===== src/rtl/proc_pkg.sv =====
// Shared definitions for param_bus_proc: opcode and FSM state encodings,
// plus the instruction field layout (opcode in the MSBs, then rx, then ry).
package proc_pkg;

    // Opcode field is always 3 bits at the top of the instruction word.
    localparam int OPC_W  = 3;
    // ry occupies the least significant register-index field.
    localparam int RY_LSB = 0;

    typedef enum logic [2:0] {
        OP_LDI = 3'b000,
        OP_MOV = 3'b001,
        OP_ADD = 3'b010,
        OP_SUB = 3'b011,
        OP_AND = 3'b100,
        OP_OR  = 3'b101,
        OP_XOR = 3'b110,
        OP_OUT = 3'b111
    } opcode_e;

    typedef enum logic [1:0] {
        ST_IDLE = 2'd0,
        ST_T1   = 2'd1,
        ST_T2   = 2'd2,
        ST_T3   = 2'd3
    } state_e;

    // rx sits directly above ry.
    function automatic int rx_lsb(input int idx_w);
        return idx_w;
    endfunction

    // Opcode sits directly above rx.
    function automatic int opc_lsb(input int idx_w);
        return 2 * idx_w;
    endfunction

    // ALU ops take the three-cycle A/G path; everything else finishes in T1.
    function automatic logic is_alu_op(input opcode_e op);
        return !(op inside {OP_LDI, OP_MOV, OP_OUT});
    endfunction

endpackage


===== src/rtl/proc_regfile.sv =====
// General register file for param_bus_proc: NUM_REG x DATA_W registers,
// asynchronous active-low reset, one write port and one combinational read
// port that feeds the internal bus multiplexer.
module proc_regfile
    import proc_pkg::*;
#(
    parameter int DATA_W  = 16,
    parameter int NUM_REG = 16,
    parameter int IDX_W   = $clog2(NUM_REG)
) (
    input  logic              clk,
    input  logic              reset,
    input  logic              wr_en,
    input  logic [IDX_W-1:0]  wr_idx,
    input  logic [DATA_W-1:0] wr_data,
    input  logic [IDX_W-1:0]  rd_idx,
    output logic [DATA_W-1:0] rd_data
);

    logic [DATA_W-1:0] regs_q [NUM_REG];
    logic [DATA_W-1:0] regs_d [NUM_REG];

    // Next-state of the array: hold everything, overwrite the addressed entry.
    always_comb begin
        for (int i = 0; i < NUM_REG; i++) begin
            regs_d[i] = regs_q[i];
        end
        if (wr_en) begin
            regs_d[wr_idx] = wr_data;
        end
    end

    // Register storage, cleared by reset.
    always_ff @(posedge clk or negedge reset) begin
        if (!reset) begin
            for (int i = 0; i < NUM_REG; i++) begin
                regs_q[i] <= '0;
            end
        end else begin
            for (int i = 0; i < NUM_REG; i++) begin
                regs_q[i] <= regs_d[i];
            end
        end
    end

    // Read is straight from the flops, so the bus has a registered source.
    assign rd_data = regs_q[rd_idx];

endmodule


===== src/rtl/param_bus_proc.sv =====
// param_bus_proc: multicycle bus processor with a register file, an A/G
// accumulator ALU and a control FSM sharing one multiplexed internal bus.
// Instructions arrive over a valid/ready port and run one at a time.
// Optional build macro PROC_FLAGS_EN adds zero/carry flag outputs that are
// updated in T2 of ALU operations.
module param_bus_proc
    import proc_pkg::*;
#(
    parameter  int DATA_W    = 16,
    parameter  int NUM_REG   = 16,
    localparam int REG_IDX_W = $clog2(NUM_REG),
    localparam int INSTR_W   = OPC_W + 2 * REG_IDX_W
) (
    input  logic               clk,
    input  logic               reset,
    input  logic [INSTR_W-1:0] instr_in,
    input  logic               instr_valid,
    input  logic [DATA_W-1:0]  data_in,
    output logic               instr_ready,
    output logic               done,
    output logic [DATA_W-1:0]  result_out,
    output logic               result_valid
`ifdef PROC_FLAGS_EN
    ,
    output logic               flag_z,
    output logic               flag_c
`endif
);

    localparam int RX_LSB  = rx_lsb(REG_IDX_W);
    localparam int OPC_LSB = opc_lsb(REG_IDX_W);

    state_e             state_q, state_d;
    logic [INSTR_W-1:0] ir_q, ir_d;
    logic [DATA_W-1:0]  imm_q, imm_d;
    logic [DATA_W-1:0]  a_q, a_d;
    logic [DATA_W-1:0]  g_q, g_d;
    logic [DATA_W-1:0]  result_q, result_d;
    logic               done_q, done_d;
    logic               rvalid_q, rvalid_d;
`ifdef PROC_FLAGS_EN
    logic               flag_z_q, flag_z_d;
    logic               flag_c_q, flag_c_d;
`endif

    opcode_e              op;
    opcode_e              in_op;
    logic [REG_IDX_W-1:0] rx;
    logic [REG_IDX_W-1:0] ry;

    logic                 rf_we;
    logic [REG_IDX_W-1:0] rf_rd_idx;
    logic [DATA_W-1:0]    rf_rd_data;
    logic [DATA_W-1:0]    rf_wr_data;
    logic                 bus_from_g;
    logic [DATA_W-1:0]    bus;

    // Result of the ALU for a given opcode; wraps modulo 2^DATA_W.
    function automatic logic [DATA_W-1:0] alu_res(input opcode_e f,
                                                  input logic [DATA_W-1:0] x,
                                                  input logic [DATA_W-1:0] y);
        case (f)
            OP_ADD:  return x + y;
            OP_SUB:  return x - y;
            OP_AND:  return x & y;
            OP_OR:   return x | y;
            OP_XOR:  return x ^ y;
            default: return '0;
        endcase
    endfunction

`ifdef PROC_FLAGS_EN
    // Carry for ADD is detected by wrap-around of the sum; SUB reports borrow.
    function automatic logic alu_carry(input opcode_e f,
                                       input logic [DATA_W-1:0] x,
                                       input logic [DATA_W-1:0] y,
                                       input logic [DATA_W-1:0] s);
        case (f)
            OP_ADD:  return s < x;
            OP_SUB:  return x < y;
            default: return 1'b0;
        endcase
    endfunction
`endif

    assign op    = opcode_e'(ir_q[OPC_LSB +: OPC_W]);
    assign in_op = opcode_e'(instr_in[OPC_LSB +: OPC_W]);
    assign rx    = ir_q[RX_LSB +: REG_IDX_W];
    assign ry    = ir_q[RY_LSB +: REG_IDX_W];

    assign instr_ready  = (state_q == ST_IDLE);
    assign done         = done_q;
    assign result_out   = result_q;
    assign result_valid = rvalid_q;
`ifdef PROC_FLAGS_EN
    assign flag_z = flag_z_q;
    assign flag_c = flag_c_q;
`endif

    proc_regfile #(
        .DATA_W  (DATA_W),
        .NUM_REG (NUM_REG),
        .IDX_W   (REG_IDX_W)
    ) u_regfile (
        .clk     (clk),
        .reset   (reset),
        .wr_en   (rf_we),
        .wr_idx  (rx),
        .wr_data (rf_wr_data),
        .rd_idx  (rf_rd_idx),
        .rd_data (rf_rd_data)
    );

    // Bus source selection depends only on registered state, so the bus
    // never loops back through the next-state logic.
    always_comb begin
        rf_rd_idx  = rx;
        bus_from_g = 1'b0;
        case (state_q)
            ST_T1: begin
                if (op == OP_MOV) begin
                    rf_rd_idx = ry;
                end
            end
            ST_T2:   rf_rd_idx  = ry;
            ST_T3:   bus_from_g = 1'b1;
            default: ;
        endcase
    end

    assign bus = bus_from_g ? g_q : rf_rd_data;

    // FSM sequencing, datapath next-state and the done/result pulses. The
    // pulses are registered: they are raised on the edge that enters the
    // final execute cycle, so they are high during that cycle.
    always_comb begin
        state_d    = state_q;
        ir_d       = ir_q;
        imm_d      = imm_q;
        a_d        = a_q;
        g_d        = g_q;
        result_d   = result_q;
        done_d     = 1'b0;
        rvalid_d   = 1'b0;
        rf_we      = 1'b0;
        rf_wr_data = bus;
`ifdef PROC_FLAGS_EN
        flag_z_d   = flag_z_q;
        flag_c_d   = flag_c_q;
`endif
        case (state_q)
            ST_IDLE: begin
                if (instr_valid) begin
                    ir_d     = instr_in;
                    imm_d    = data_in;
                    state_d  = ST_T1;
                    done_d   = !is_alu_op(in_op);
                    rvalid_d = (in_op == OP_OUT);
                end
            end
            ST_T1: begin
                case (op)
                    OP_LDI: begin
                        rf_we      = 1'b1;
                        rf_wr_data = imm_q;
                        state_d    = ST_IDLE;
                    end
                    OP_MOV: begin
                        rf_we   = 1'b1;
                        state_d = ST_IDLE;
                    end
                    OP_OUT: begin
                        result_d = bus;
                        state_d  = ST_IDLE;
                    end
                    default: begin
                        a_d     = bus;
                        state_d = ST_T2;
                    end
                endcase
            end
            ST_T2: begin
                g_d      = alu_res(op, a_q, bus);
`ifdef PROC_FLAGS_EN
                flag_z_d = (g_d == '0);
                flag_c_d = alu_carry(op, a_q, bus, g_d);
`endif
                done_d   = 1'b1;
                state_d  = ST_T3;
            end
            ST_T3: begin
                rf_we   = 1'b1;
                state_d = ST_IDLE;
            end
            default: state_d = ST_IDLE;
        endcase
    end

    // Control and datapath registers; reset abandons any instruction in flight.
    always_ff @(posedge clk or negedge reset) begin
        if (!reset) begin
            state_q  <= ST_IDLE;
            ir_q     <= '0;
            imm_q    <= '0;
            a_q      <= '0;
            g_q      <= '0;
            result_q <= '0;
            done_q   <= 1'b0;
            rvalid_q <= 1'b0;
`ifdef PROC_FLAGS_EN
            flag_z_q <= 1'b0;
            flag_c_q <= 1'b0;
`endif
        end else begin
            state_q  <= state_d;
            ir_q     <= ir_d;
            imm_q    <= imm_d;
            a_q      <= a_d;
            g_q      <= g_d;
            result_q <= result_d;
            done_q   <= done_d;
            rvalid_q <= rvalid_d;
`ifdef PROC_FLAGS_EN
            flag_z_q <= flag_z_d;
            flag_c_q <= flag_c_d;
`endif
        end
    end

endmodule


===== config.mk =====
export PLATFORM = sky130hd
export DESIGN_NAME = param_bus_proc
export DESIGN_NICKNAME = d
export VERILOG_FILES = /design/src/rtl/proc_pkg.sv /design/src/rtl/proc_regfile.sv /design/src/rtl/param_bus_proc.sv
export SDC_FILE = /design/constraint.sdc
export NUM_CORES = 1
export LEC_CHECK = 0
export BUFFER_PORTS_ARGS = -buffer_cell sky130_fd_sc_hd__buf_4
export CORE_ASPECT_RATIO = 0.75
export CORE_MARGIN = 2
export CORE_UTILIZATION = 50
export DETAILED_ROUTE_END_ITERATION = 8
export PLACE_DENSITY = 0.66
export SYNTH_ARGS = -nofsm -noshare
export SYNTH_HDL_FRONTEND = slang
export SYNTH_SLANG_ARGS = --single-unit

===== constraint.sdc =====
create_clock -name clk -period 8.1 [get_ports clk]
set_input_delay 0.405 -clock clk [delete_from_list [all_inputs] [get_ports clk]]
set_output_delay 0.405 -clock clk [all_outputs]
set_load 0.02 [all_outputs]

==> out/metrics.cfg, run 1 <==
[grt]
grt_pass1_wl_um=83000
grt_max_degree=176
grt.overflow.total=0
grt_util_all_layers_pct=30.6
grt_pass1_vias=13600
antenna_found_initial=0

[sta]
drv_slew=0
hold_violations=0
worst_slew_pin_slew_ns=1.21
slew-limit-headroom_pct=17.0
fmax_mhz=138
finalSetupViolCount=0
timing.final.crit_period_ns=7.22
fin_crit_sh_pct=89.2
rsz0062_at_grt=no
finalSetupTns_ns=0
fin_skew_ns=0.0337

[critical_path]
required_ns=8.59
cp_max_fo=29
crit_top_cell=ha_1
path_delay_family=simple AND/OR/NAND/NOR gates
critPathCaptureType=register
arrival_ns=7.72
worst-path-buf-inv=3
slowest_delay_ns=0.70
path_class=register to register
start_kind=register
cp_slowest_cell=nor2_4

[placed_design]
place.gp.congestion=0.923
portBuffers=48
hpwl_um=36700

[cells_and_area]
area_delta_synth_final_pct=11.9
drive_above_1_share_pct=11.9
antenna_cells=0
finish.utilization_pct=57.0
nets=1945

[yosys]
synthFlopType=dfrtp_1
syn-num-nets=1943
yosysSeqAreaShare_pct=49.0
ys_top_cells_by_area=dfrtp_1, o21ai_0, nand2_1
synthArstFlopShare_pct=100
syn_avg_cell_area_um2=9.20
syn_area_um2=17100
synth_edf_count=0
synth_top_area_share_pct=49.0
yosys_warnings=0
synth_top_cell_by_area=dfrtp_1
synth_cells=1858
synth_seq_cells=335
synth.distinct_cells=79

[floorplanning]
placementRows=58
pin_count=49
die_w_um=218
core-area_um2=33600
die_y_um=164
initial_core_util_pct=50.9
die_area_um2=35700

[outcome]
status=complete, no violations

[routing]
wl_met2_um=22100
route.antenna.remaining_nets=0
drc=0
met3_length_um=4780
wl_um=53600
wl_met1_um=25600
wire_per_inst_um=23.0
top_layer=met4
dr_total_vias=14200
drtIter0Drc=1460
drt_first_pass_iters=6
viasPerCell=6.08

[clocking]
cts_max_path_buffers=3
cts.sinks=335
cts_setup_buffers=0
cts_tree=done
clk_pin_slew_ns=0.07
h-tree-depth=2
clkLatencyLatePin_ns=0.55
cts_resized=0
cts_hold_buf=1
cts_buffers=35
root_buffer=clkbuf_16

[job]
cap_viol_max_count=0

[min_path]
hold_class=input port to register

[sequential cells by signal (all words and copies together), names as in the netlist, named ones only]
register,cells
result_valid,1
a_q,16
ir_q,11
state_q,1
u_regfile.regs_q,256
result_out,16
imm_q,16
g_q,16
done,1
[Yosys cell counts, types with 4 or more instances]
library cell	number
o21bai_1	4
a31oi_1	7
buf_1	7
mux2i_1	43
o211ai_1	21
o22ai_1	8
inv_1	53
a22o_1	4
nand2_1	395
buf_2	20
ha_1	54
a211oi_1	55
a22oi_1	13
o21ai_0	332
nor4_1	5
xnor2_1	24
o2111ai_1	4
nor2b_1	6
nand4_1	14
a21o_1	4
or3_1	8
nor2_1	38
a211o_1	7
dfrtp_1	335
o31ai_1	11
and3_1	49
or4_1	4
mux2_2	34
o2bb2ai_1	11
nor3_1	13
buf_6	5
clkbuf_1	101
nand3_1	43
a21oi_1	48
[cell type report]
class / instances / area (um2)
well taps: 450 / 563
clock buffers: 51 / 1040
multi-input cells: 1332 / 7970
clock inverters: 11 / 179
repair buffers: 102 / 801
inverters: 54 / 203
fillers: 2992 / 14500
flip-flops and latches: 335 / 8380
[cell usage in the layout, fill, tap and decap left out, drive strengths merged, types with 14 or more instances in the layout]
cell type	count
a21oi	48
nand2	396
nor3	15
a211oi	55
nand4	14
xnor2	24
dfrtp	335
mux2	37
clkbuf	51
and3	49
ha	54
inv	56
buf	101
nor2	40
o211ai	22
mux2i	43
nand3	43
o21ai	334
[worst register-to-register path, delay by kind of cell (launching register included)]
family,cells,cell delay (ns)
flip-flops,1,0.41
multiplexers,1,0.23
AND/OR/NAND/NOR,9,2.75
buffers and inverters,3,0.69
adder cells (fa/ha/maj),3,1.16
AO/OA/AOI/OAI,7,1.60
XOR/XNOR,2,0.31
[per-stage QoR]
| stage | cells | cell area [um2] | worst slack [ns] | hold slack [ns] |
|---|---|---|---|---|
| CTS | 2335 | 19100 | 1.05 | 0.0751 |
| global route | 2335 | 19100 | 0.418 | 0.0827 |
| detailed placement | 2272 | 17900 | 1.06 | 0.464 |
| floorplan | 1858 | 17100 | 2.45 | 0.109 |
| global placement | 2272 | 17900 | 1.28 | 0.454 |
| finish | 2335 | 19100 | 0.878 | 0.0832 |
[cell families after synthesis]
group	count (synthesis)	share of synthesized area, %
and+or+nand+nor	601	15.7
AOI/OAI and AO/OA	569	20.2
DFF	335	49.0
buffers and inverters	191	4.62
muxes	80	4.95
adders and majority gates	55	4.07
xor gates and xnor gates	27	1.38
[worst paths after layout]
check                                                  from                                end  slack [ns]  cells past startpoint
max                                                register                g_q[15]$_DFFE_PN0N_        0.88                     25
min                                              data_in[8]               imm_q[8]$_DFFE_PN0P_        0.08                      2
max reg2reg                                        register                g_q[15]$_DFFE_PN0N_        0.88                     25
min reg2reg                u_regfile.regs_q[91]$_DFFE_PN0P_   u_regfile.regs_q[91]$_DFFE_PN0P_        0.47                      2
max in group asynchronous                             reset  u_regfile.regs_q[207]$_DFFE_PN0P_        6.18                      3
min in group asynchronous                             reset    u_regfile.regs_q[5]$_DFFE_PN0P_        0.46                      2
[metal layers]
metal,track usage [%],vias up
met4,7.35,0
met1,47.0,6977
li1,-,6530
met2,43.8,600
met5,0,-
met3,6.61,82
Power of run 1 is left out: the tool's default activity adds up to more than one toggle a clock period on the data nets, which glitch-free logic cannot reach.
==> inputs of run 2 (changes only) <==
- ABC_AREA: unset -> 1
- PLACE_DENSITY: 0.66 -> 0.69
- clock period: 8.1 -> 6.1 ns (I/O delays scaled with it)
==> out/metrics.cfg, run 2 <==
[sta]
finalSetupViolCount=0
finalSetupTns_ns=0
fin_crit_sh_pct=91.2
fmax_mhz=180
holdWs_ns=0.0226
fin_skew_ns=0.0156
rsz0062_at_grt=no
drv_slew=0
timing.final.crit_period_ns=5.56
worst_slack_ns=0.536
slew-limit-headroom_pct=13.3
worst_slew_pin_slew_ns=1.30
hold_violations=0

[yosys]
synth.distinct_cells=45
synth_top_area_share_pct=46.1
yosys_warnings=0
syn_avg_cell_area_um2=7.61
syn-num-nets=2475
synth_edf_count=0
synthArstFlopShare_pct=100
synth_cells=2390
syn_area_um2=18200
ys_top_cells_by_count=nand2_1, nand3_1, dfrtp_1
yosysSeqAreaShare_pct=46.1
ys_top_cells_by_area=dfrtp_1, nand2_1, nand3_1
synthFlopType=dfrtp_1
synth_seq_cells=335
synth.most_common_cell=nand2_1
synth_top_cell_by_area=dfrtp_1

[routing]
dr_total_vias=16200
drtIter0Drc=1782
drt_first_pass_iters=8
viasPerCell=5.61
wl_um=54000
route.antenna.remaining_nets=0
wire_per_inst_um=18.8
drc=0

[min_path]
hold_class=input port to register
hold_start=instr_in[9]
worstHoldEndpoint=ir_q[9]$_DFFE_PN0P_
worstHoldPathCells=3

[cells_and_area]
drive_above_1_share_pct=9.74
regArea_um2=8380
finish.utilization_pct=56.1
final_cell_mix=nand2_1, nand3_1, dfrtp_1, inv_1, o21ai_0
top_register=u_regfile.regs_q
multiInputGateArea_um2=7930
fill_cells=3280
nets=2475
antenna_cells=0
final_common_cell=nand2_1
area_delta_synth_final_pct=10.8
largest_register_ffs=256

[critical_path]
r2r-end=g_q[15]$_DFFE_PN0N_
r2r_cells=34
slowest_delay_ns=0.42
path_class=register to register
crit_top_cell=nand3_1
cp_max_fo=105
critical_path_depth=34
path_delay_family=simple AND/OR/NAND/NOR gates
cp_slowest_cell=dfrtp_1
startpoint=state_q[0]$_DFFE_PN0P_
reg2reg_slack_ns=0.54
required_ns=6.57
arrival_ns=6.04
start_kind=register
critPathCaptureType=register
rr_startpoint=state_q[0]$_DFFE_PN0P_
worst-path-buf-inv=6

[clocking]
cts_max_path_buffers=3
cts_buffers=34
cts_tree=done
cts.sinks=335
clk_pin_slew_ns=0.06
clkLatencyLatePin_ns=0.53
h-tree-depth=2
root_buffer=clkbuf_16
cts_setup_buffers=0

[floorplanning]
die_w_um=224
core-area_um2=35900
die_area_um2=37900
pin_count=49
die_y_um=169
placementRows=60
initial_core_util_pct=50.7

[grt]
antenna_found_initial=0
grt_pass1_vias=15400
grt_util_all_layers_pct=29.1
grt_max_degree=138
grt.overflow.total=0
grt_pass1_wl_um=86400

[placed_design]
hpwl_um=34500
portBuffers=48
dp_slack_ns=0.714
place.gp.congestion=0.979

[outcome]
status=complete, no violations

[job]
cap_viol_max_count=0

## run 2: cell types whose count changed in the layout (fill, tap and decap cells not counted), moves of 46 or more
cell      delta
nand3_1    +305
inv_1      +266
nand2_1    +263
o21ai_0     -59
a211oi_1    -55
and3_1      -49
o21ai_1     +46
## run 2: worst max path at each step
stage / end / slack [ns]
global route: g_q[15]$_DFFE_PN0N_ / 0.04
finish: g_q[15]$_DFFE_PN0N_ / 0.54
global placement: g_q[15]$_DFFE_PN0N_ / 0.80
CTS: g_q[15]$_DFFE_PN0N_ / 0.67
floorplan: g_q[15]$_DFFE_PN0N_ / 1.60
detailed placement: g_q[15]$_DFFE_PN0N_ / 0.71
## run 2: cells by family (layout without fill, tap and decap cells)
| group | count (synthesis) | in the layout | synth area share, % |
|---|---|---|---|
| flops | 335 | 335 | 46.1 |
| xor+xnor | 14 | 14 | 0.674 |
| mux | 12 | 12 | 0.743 |
| compound gates | 396 | 396 | 11.9 |
| buf+inv | 476 | 499 | 10.7 |
| simple gates | 1102 | 1102 | 26.1 |
| fa+ha+maj | 55 | 55 | 3.83 |
## run 2: metal layers
metal  routed length (um)  global-route usage (%)  part of all wire [%]
met5                    0                       0                     0
met4                 1050                    7.08                   2.0
met3                 4830                    5.54                   8.9
met2                23000                    43.4                    43
met1                25100                    43.8                    46
## run 2: what timing repair did
action	in CTS	in global routing
resized for setup	0	0
hold buffers	22	0
endpoints found under the hold margin	89	0
## run 2: cell type report
type	instances	share of cell area, %
Tap cell	465	2.89
Sequential cell	335	41.6
Multi-Input combinational cell	1579	39.3
Timing Repair Buffer	114	4.81
Inverter	326	6.07
Clock buffer	49	4.96
Clock inverter	10	0.329
## run 2: metrics by stage
stage          std cells  area, um2
2_1_floorplan       2390      18200
3_3_place_gp        2797      18900
3_5_place_dp        2797      18900
4_1_cts             2878      20100
5_1_grt             2878      20100
6_report            2878      20100
## run 2: worst min-delay path, delay by kind of cell
kind | cells | cell delay (ns)
compound gates | 1 | 0.07
buf+inv | 1 | 0.08
simple gates | 1 | 0.06
Power of run 2 is left out for the same reason.
